### src/rtl/axis_out_pack_pkg.sv
// Shared constants for axis_out_pack; supplies the default sideband width macro.
// Optional output word counter is enabled with `OUT_PACK_BEAT_CNT_EN.
`ifndef TUSER_WIDTH_LRELU_IN
`define TUSER_WIDTH_LRELU_IN 8
`endif

package axis_out_pack_pkg;

    localparam int OUT_WIDTH_DEFAULT = 256;
    localparam int WORDS_W           = 32;

    // Lane index needs at least one bit even when only one lane exists.
    function automatic int idx_width(input int ratio);
        return (ratio > 1) ? $clog2(ratio) : 1;
    endfunction

endpackage

### src/rtl/axis_out_pack_reg.sv
// Enabled register primitive with asynchronous active-low clear.
module axis_out_pack_reg #(
    parameter int W = 1
) (
    input  logic         clk,
    input  logic         rst_n,
    input  logic         en,
    input  logic [W-1:0] d,
    output logic [W-1:0] q
);

    always_ff @(posedge clk or negedge rst_n) begin
        if (!rst_n) begin
            q <= '0;
        end else if (en) begin
            q <= d;
        end
    end

endmodule

### src/rtl/axis_out_pack.sv
// Packs RATIO narrow AXIS beats LSB-first into one wide output word towards DMA.
// Define `OUT_PACK_BEAT_CNT_EN to add the m_words output handshake counter.
module axis_out_pack
    import axis_out_pack_pkg::*;
#(
    parameter int WORD_WIDTH  = 8,
    parameter int UNITS       = 8,
    parameter int OUT_WIDTH   = OUT_WIDTH_DEFAULT,
    parameter int TUSER_WIDTH = `TUSER_WIDTH_LRELU_IN
) (
    input  logic                              aclk,
    input  logic                              aresetn,
    input  logic [UNITS-1:0][WORD_WIDTH-1:0]  s_data,
    input  logic [TUSER_WIDTH-1:0]            s_user,
    input  logic                              s_valid,
    input  logic                              s_last,
    output logic                              s_ready,
    output logic [OUT_WIDTH-1:0]              m_data,
    output logic [OUT_WIDTH/8-1:0]            m_keep,
    output logic [TUSER_WIDTH-1:0]            m_user,
    output logic                              m_valid,
    output logic                              m_last,
    input  logic                              m_ready
`ifdef OUT_PACK_BEAT_CNT_EN
    ,
    output logic [WORDS_W-1:0]                m_words
`endif
);

    localparam int IN_W        = UNITS * WORD_WIDTH;
    localparam int RATIO       = OUT_WIDTH / IN_W;
    localparam int IDX_W       = idx_width(RATIO);
    localparam int KEEP_W      = OUT_WIDTH / 8;
    localparam int LANE_KEEP_W = IN_W / 8;
    localparam logic [IDX_W-1:0] IDX_LAST = IDX_W'(RATIO - 1);

    logic                   accept;
    logic                   complete;
    logic                   first_lane;
    logic [OUT_WIDTH-1:0]   merged;

    logic [IDX_W-1:0]       idx_d,     idx_q;
    logic [OUT_WIDTH-1:0]   acc_d,     acc_q;
    logic [TUSER_WIDTH-1:0] user_d,    user_q;
    logic                   user_en;
    logic [OUT_WIDTH-1:0]   m_data_d,  m_data_q;
    logic [KEEP_W-1:0]      m_keep_d,  m_keep_q;
    logic [TUSER_WIDTH-1:0] m_user_d,  m_user_q;
    logic                   m_last_d,  m_last_q;
    logic                   m_valid_d, m_valid_q;

    assign s_ready = ~m_valid_q | m_ready;

    always_comb begin
        accept     = s_valid & s_ready;
        first_lane = (idx_q == '0);
        complete   = accept & (s_last | (idx_q == IDX_LAST));

        merged = acc_q;
        for (int l = 0; l < RATIO; l++) begin
            if (IDX_W'(l) == idx_q) begin
                merged[l*IN_W +: IN_W] = s_data;
            end
        end

        // Only lanes written in this word are exposed; higher lanes read as zero.
        m_data_d = '0;
        m_keep_d = '0;
        for (int l = 0; l < RATIO; l++) begin
            if (l <= int'(idx_q)) begin
                m_data_d[l*IN_W +: IN_W]               = merged[l*IN_W +: IN_W];
                m_keep_d[l*LANE_KEEP_W +: LANE_KEEP_W] = '1;
            end
        end

        acc_d    = complete ? '0 : merged;
        idx_d    = complete ? '0 : idx_q + IDX_W'(1);
        user_d   = s_user;
        user_en  = accept & first_lane;
        m_user_d = first_lane ? s_user : user_q;
        m_last_d = s_last;
        // A completion in the same cycle as an output handshake reloads with no bubble.
        m_valid_d = complete | (m_valid_q & ~m_ready);
    end

    axis_out_pack_reg #(.W(IDX_W)) u_idx_reg (
        .clk(aclk), .rst_n(aresetn), .en(accept), .d(idx_d), .q(idx_q)
    );

    axis_out_pack_reg #(.W(OUT_WIDTH)) u_acc_reg (
        .clk(aclk), .rst_n(aresetn), .en(accept), .d(acc_d), .q(acc_q)
    );

    axis_out_pack_reg #(.W(TUSER_WIDTH)) u_user_reg (
        .clk(aclk), .rst_n(aresetn), .en(user_en), .d(user_d), .q(user_q)
    );

    axis_out_pack_reg #(.W(OUT_WIDTH)) u_m_data_reg (
        .clk(aclk), .rst_n(aresetn), .en(complete), .d(m_data_d), .q(m_data_q)
    );

    axis_out_pack_reg #(.W(KEEP_W)) u_m_keep_reg (
        .clk(aclk), .rst_n(aresetn), .en(complete), .d(m_keep_d), .q(m_keep_q)
    );

    axis_out_pack_reg #(.W(TUSER_WIDTH)) u_m_user_reg (
        .clk(aclk), .rst_n(aresetn), .en(complete), .d(m_user_d), .q(m_user_q)
    );

    axis_out_pack_reg #(.W(1)) u_m_last_reg (
        .clk(aclk), .rst_n(aresetn), .en(complete), .d(m_last_d), .q(m_last_q)
    );

    axis_out_pack_reg #(.W(1)) u_m_valid_reg (
        .clk(aclk), .rst_n(aresetn), .en(1'b1), .d(m_valid_d), .q(m_valid_q)
    );

    assign m_data  = m_data_q;
    assign m_keep  = m_keep_q;
    assign m_user  = m_user_q;
    assign m_last  = m_last_q;
    assign m_valid = m_valid_q;

`ifdef OUT_PACK_BEAT_CNT_EN
    logic               hs_out;
    logic [WORDS_W-1:0] words_d, words_q;
    logic               wrap_d,  wrap_q;

    // The handshake after an m_last handshake restarts the count at 1.
    always_comb begin
        hs_out  = m_valid_q & m_ready;
        words_d = wrap_q ? WORDS_W'(1) : words_q + WORDS_W'(1);
        wrap_d  = m_last_q;
    end

    axis_out_pack_reg #(.W(WORDS_W)) u_words_reg (
        .clk(aclk), .rst_n(aresetn), .en(hs_out), .d(words_d), .q(words_q)
    );

    axis_out_pack_reg #(.W(1)) u_wrap_reg (
        .clk(aclk), .rst_n(aresetn), .en(hs_out), .d(wrap_d), .q(wrap_q)
    );

    assign m_words = words_q;
`endif

endmodule
### config.mk
export PLATFORM = sky130hd
export DESIGN_NAME = axis_out_pack
export DESIGN_NICKNAME = d
export VERILOG_FILES = /design/src/rtl/axis_out_pack_pkg.sv /design/src/rtl/axis_out_pack_reg.sv /design/src/rtl/axis_out_pack.sv
export SDC_FILE = /design/constraint.sdc
export NUM_CORES = 1
export LEC_CHECK = 0
export CORE_ASPECT_RATIO = 1.4
export CORE_UTILIZATION = 30
export CTS_BUF_LIST = sky130_fd_sc_hd__clkbuf_16
export DETAILED_ROUTE_END_ITERATION = 7
export PLACE_DENSITY = 0.58
export SYNTH_ARGS = -nofsm -noshare
export SYNTH_HDL_FRONTEND = slang
export SYNTH_HIERARCHICAL = 1
export SYNTH_SLANG_ARGS = --single-unit
### constraint.sdc
create_clock -name aclk -period 2.2 [get_ports aclk]
set_clock_uncertainty 0.1 [all_clocks]
set_input_delay 0.33 -clock aclk [delete_from_list [all_inputs] [get_ports aclk]]
set_output_delay 0.33 -clock aclk [all_outputs]
set_load 0.01 [all_outputs]
==> results.ini <==
[routing]
wl_per_cell_um = 21.3
ant_nets = 0
vias_per_cell = 5.01
first_pass_iters = 5
drtIter0Drc = 972
vias = 18900
drc = 0
wirelength_um = 80600

[timing]
layout_setup_ws_ns = 0.0861
finalSetupViolations = 0
finalHoldViolCount = 0
fin_crit_sh_pct = 96.1
worst_slew_pin_slew_ns = 0.596
rsz0062_at_grt = no
slew_headroom_pct = 60.3
fmaxAchievable_ghz = 0.473
period_needed_ns = 2.11
slew_viol_final = 0

[synthesis]
synth_edf_count = 0
synthDistinctLibCells = 24
synth-xor-area-share_pct = 0
synth_top_area_share_pct = 50.3
synth_top_family_by_area = multiplexers
synth.top_cells.by_count = dfrtp_1, mux2_2, a31oi_1
synth_area_um2 = 28000
async_flop_share_pct = 100
synth_compound_area_share_pct = 7.79
yosysSeqAreaShare_pct = 50.3
synth_largest_area_cell = dfrtp_1
synth_seq_cells = 564
yosysMostFrequentCell = dfrtp_1
synth_cells = 2133
synthMuxAreaShare_pct = 32.8
synth-adder-area-share_pct = 0.312
avgSynthCellArea_um2 = 13.1
synth_area_leaders = dfrtp_1, mux2_2, mux2i_1, a31oi_1, buf_6
synth-main-ff-cell = dfrtp_1
synthSimpleGateAreaFrac_pct = 2.44
yosysWarnings = 6

[cts]
clk_latency_ns = 0.63
clockRootBuffer = clkbuf_16
cts_sinks = 564
clk_path_buf_depth = 3
cts_buffers = 60
cts.clk_slew.worst_paths_ns = 0.06
post-cts-setup-buffers = 0
cts_tree = built
htree_levels = 2

[placement]
dpl.hpwl_um = 57000
gp_congestion = 0.776
place_inst = 3668
pre_cts_ws_ns = -0.106
postPlaceCellArea_um2 = 33800
io_buffers = 375

[power_and_ir_drop]
p_leak_nw = 15.9
ir_drop_mv = 1.02
clock_power_share_pct = 19.5
combPwrFrac_pct = 46.3
power_density_nw_per_um2 = 1420
netSwitchingPower_mw = 17.7
p_seq_share_pct = 34.2
swShare_pct = 34.7
p_int_mw = 33.2

[final_layout]
final_util_pct = 38.6
seqCellArea_um2 = 14100
final_nets = 2609
multi_input_area_um2 = 12300
drive_above_1_share_pct = 32.2
syn_to_final_growth_pct = 27.5
n_antenna_cell = 0
final_cells = 3775
n_fill_cell = 8765
postLayoutCellArea_um2 = 35700

[critical_path]
regToRegSetupSlack_ns = 0.09
arrival_ns = 2.52
start_kind = flop
path_class = flop to flop
required_ns = 2.61
end_kind = flop
crit_fanout = 51

[run_status]
status = completed

[grt]
antenna_found_initial = 0
grt.total_usage_pct = 16.9
grt_pass1_wl_um = 125000
grt_pass1_vias = 20400
grt_max_degree = 115
grt_overflow = 0

[die]
row_count = 132
fp.dieW_um = 260
start_util_pct = 30.3
die_area_um2 = 94700
die_y_um = 364
core_um2 = 92500
io-pin-count = 376

[worst_hold_path]
hold_path.class = input port to flop

[job]
maxCapViolations = 0

placed cells by master, fill, tap and decap left out, types with 5 or more instances in the layout:
master / n
inv_1: 77
nor2_1: 64
a22o_1: 64
clkdlybuf4s50_1: 371
nor2b_1: 64
buf_12: 60
buf_4: 91
conb_1: 9
mux2i_1: 255
a31oi_1: 258
mux2_4: 48
bufinv_16: 6
dfrtp_1: 562
clkbuf_16: 60
ha_4: 5
clkinv_1: 13
mux2_2: 524
clkinv_2: 8
flip-flops by register name, summed over array words and instances, names as in the netlist:
signal	count
u_idx_reg/q	2
u_m_keep_reg/q	32
u_user_reg/q	8
u_m_valid_reg/q	1
u_acc_reg/q	256
u_m_data_reg/q	256
u_m_last_reg/q	1
u_m_user_reg/q	8
metrics by stage:
step                setup TNS (ns)  power (mW)  hold slack, ns
floorplan                        0        31.0         -0.0656
global placement            -10.09        40.5           0.158
detailed placement          -12.59        41.3           0.166
CTS                              0        51.5          0.0221
global route                     0        54.0          0.0668
finish                           0        50.8          0.0723
power by group through the flow:
stage / Clock [mW] / Sequential [mW] / Combinational (mW)
after floorplan: 0 / 17.8 / 13.2
after global placement: 0 / 17.3 / 23.2
after detailed placement: 0 / 17.6 / 23.7
after CTS: 10.3 / 17.5 / 23.8
after global routing: 10.7 / 18.0 / 25.3
final: 9.93 / 17.4 / 23.5
critical path, cell delays in order (launching register included):
cell     delay [ns]
dfrtp_1        0.42
inv_1          0.20
ha_4           0.28
buf_16         0.27
mux2i_1        0.25
a31oi_1        0.07
mux2_2         0.29
final timing paths:
kind,from,endpoint,depth (start not counted)
max,u_idx_reg/q[0],u_acc_reg/q[149],6
min,s_valid,u_acc_reg/q[103],3
max reg2reg,u_idx_reg/q[0],u_acc_reg/q[149],6
min reg2reg,u_acc_reg/q[245],u_acc_reg/q[245],1
max in group asynchronous,aresetn,u_m_keep_reg/q[27],4
min in group asynchronous,aresetn,u_m_user_reg/q[0],2
area by class of cell:
type,instances,share of cell area (%)
Sequential cell,564,39.5
Multi-Input combinational cell,1302,34.3
Timing Repair Buffer,529,15.9
Tap cell,1206,4.22
Clock buffer,60,4.20
Clock inverter,46,1.09
Inverter,68,0.714
repair_timing:
item                       4_1_cts  5_1_grt
hold endpoints to repair       354        0
hold buffers                     1        0
gates resized for setup          4        4
pin swaps                        0        0
setup endpoints to repair        6       10
gates cloned                     0        0
routing by layer:
layer	routed length [um]	vias up	GRT usage [%]
met3	3060	123	2.53
met5	0	-	0
li1	-	8571	-
met1	33100	9767	20.3
met4	2380	0	5.61
met2	42100	434	30.4
cells by family after synthesis:
group / after synthesis
flops: 564
other cells: 1
fa+ha+maj: 7
mux: 828
buf+inv: 275
compound gates: 323
simple gates: 135
No activity file was read; power rests on OpenSTA's default activity.
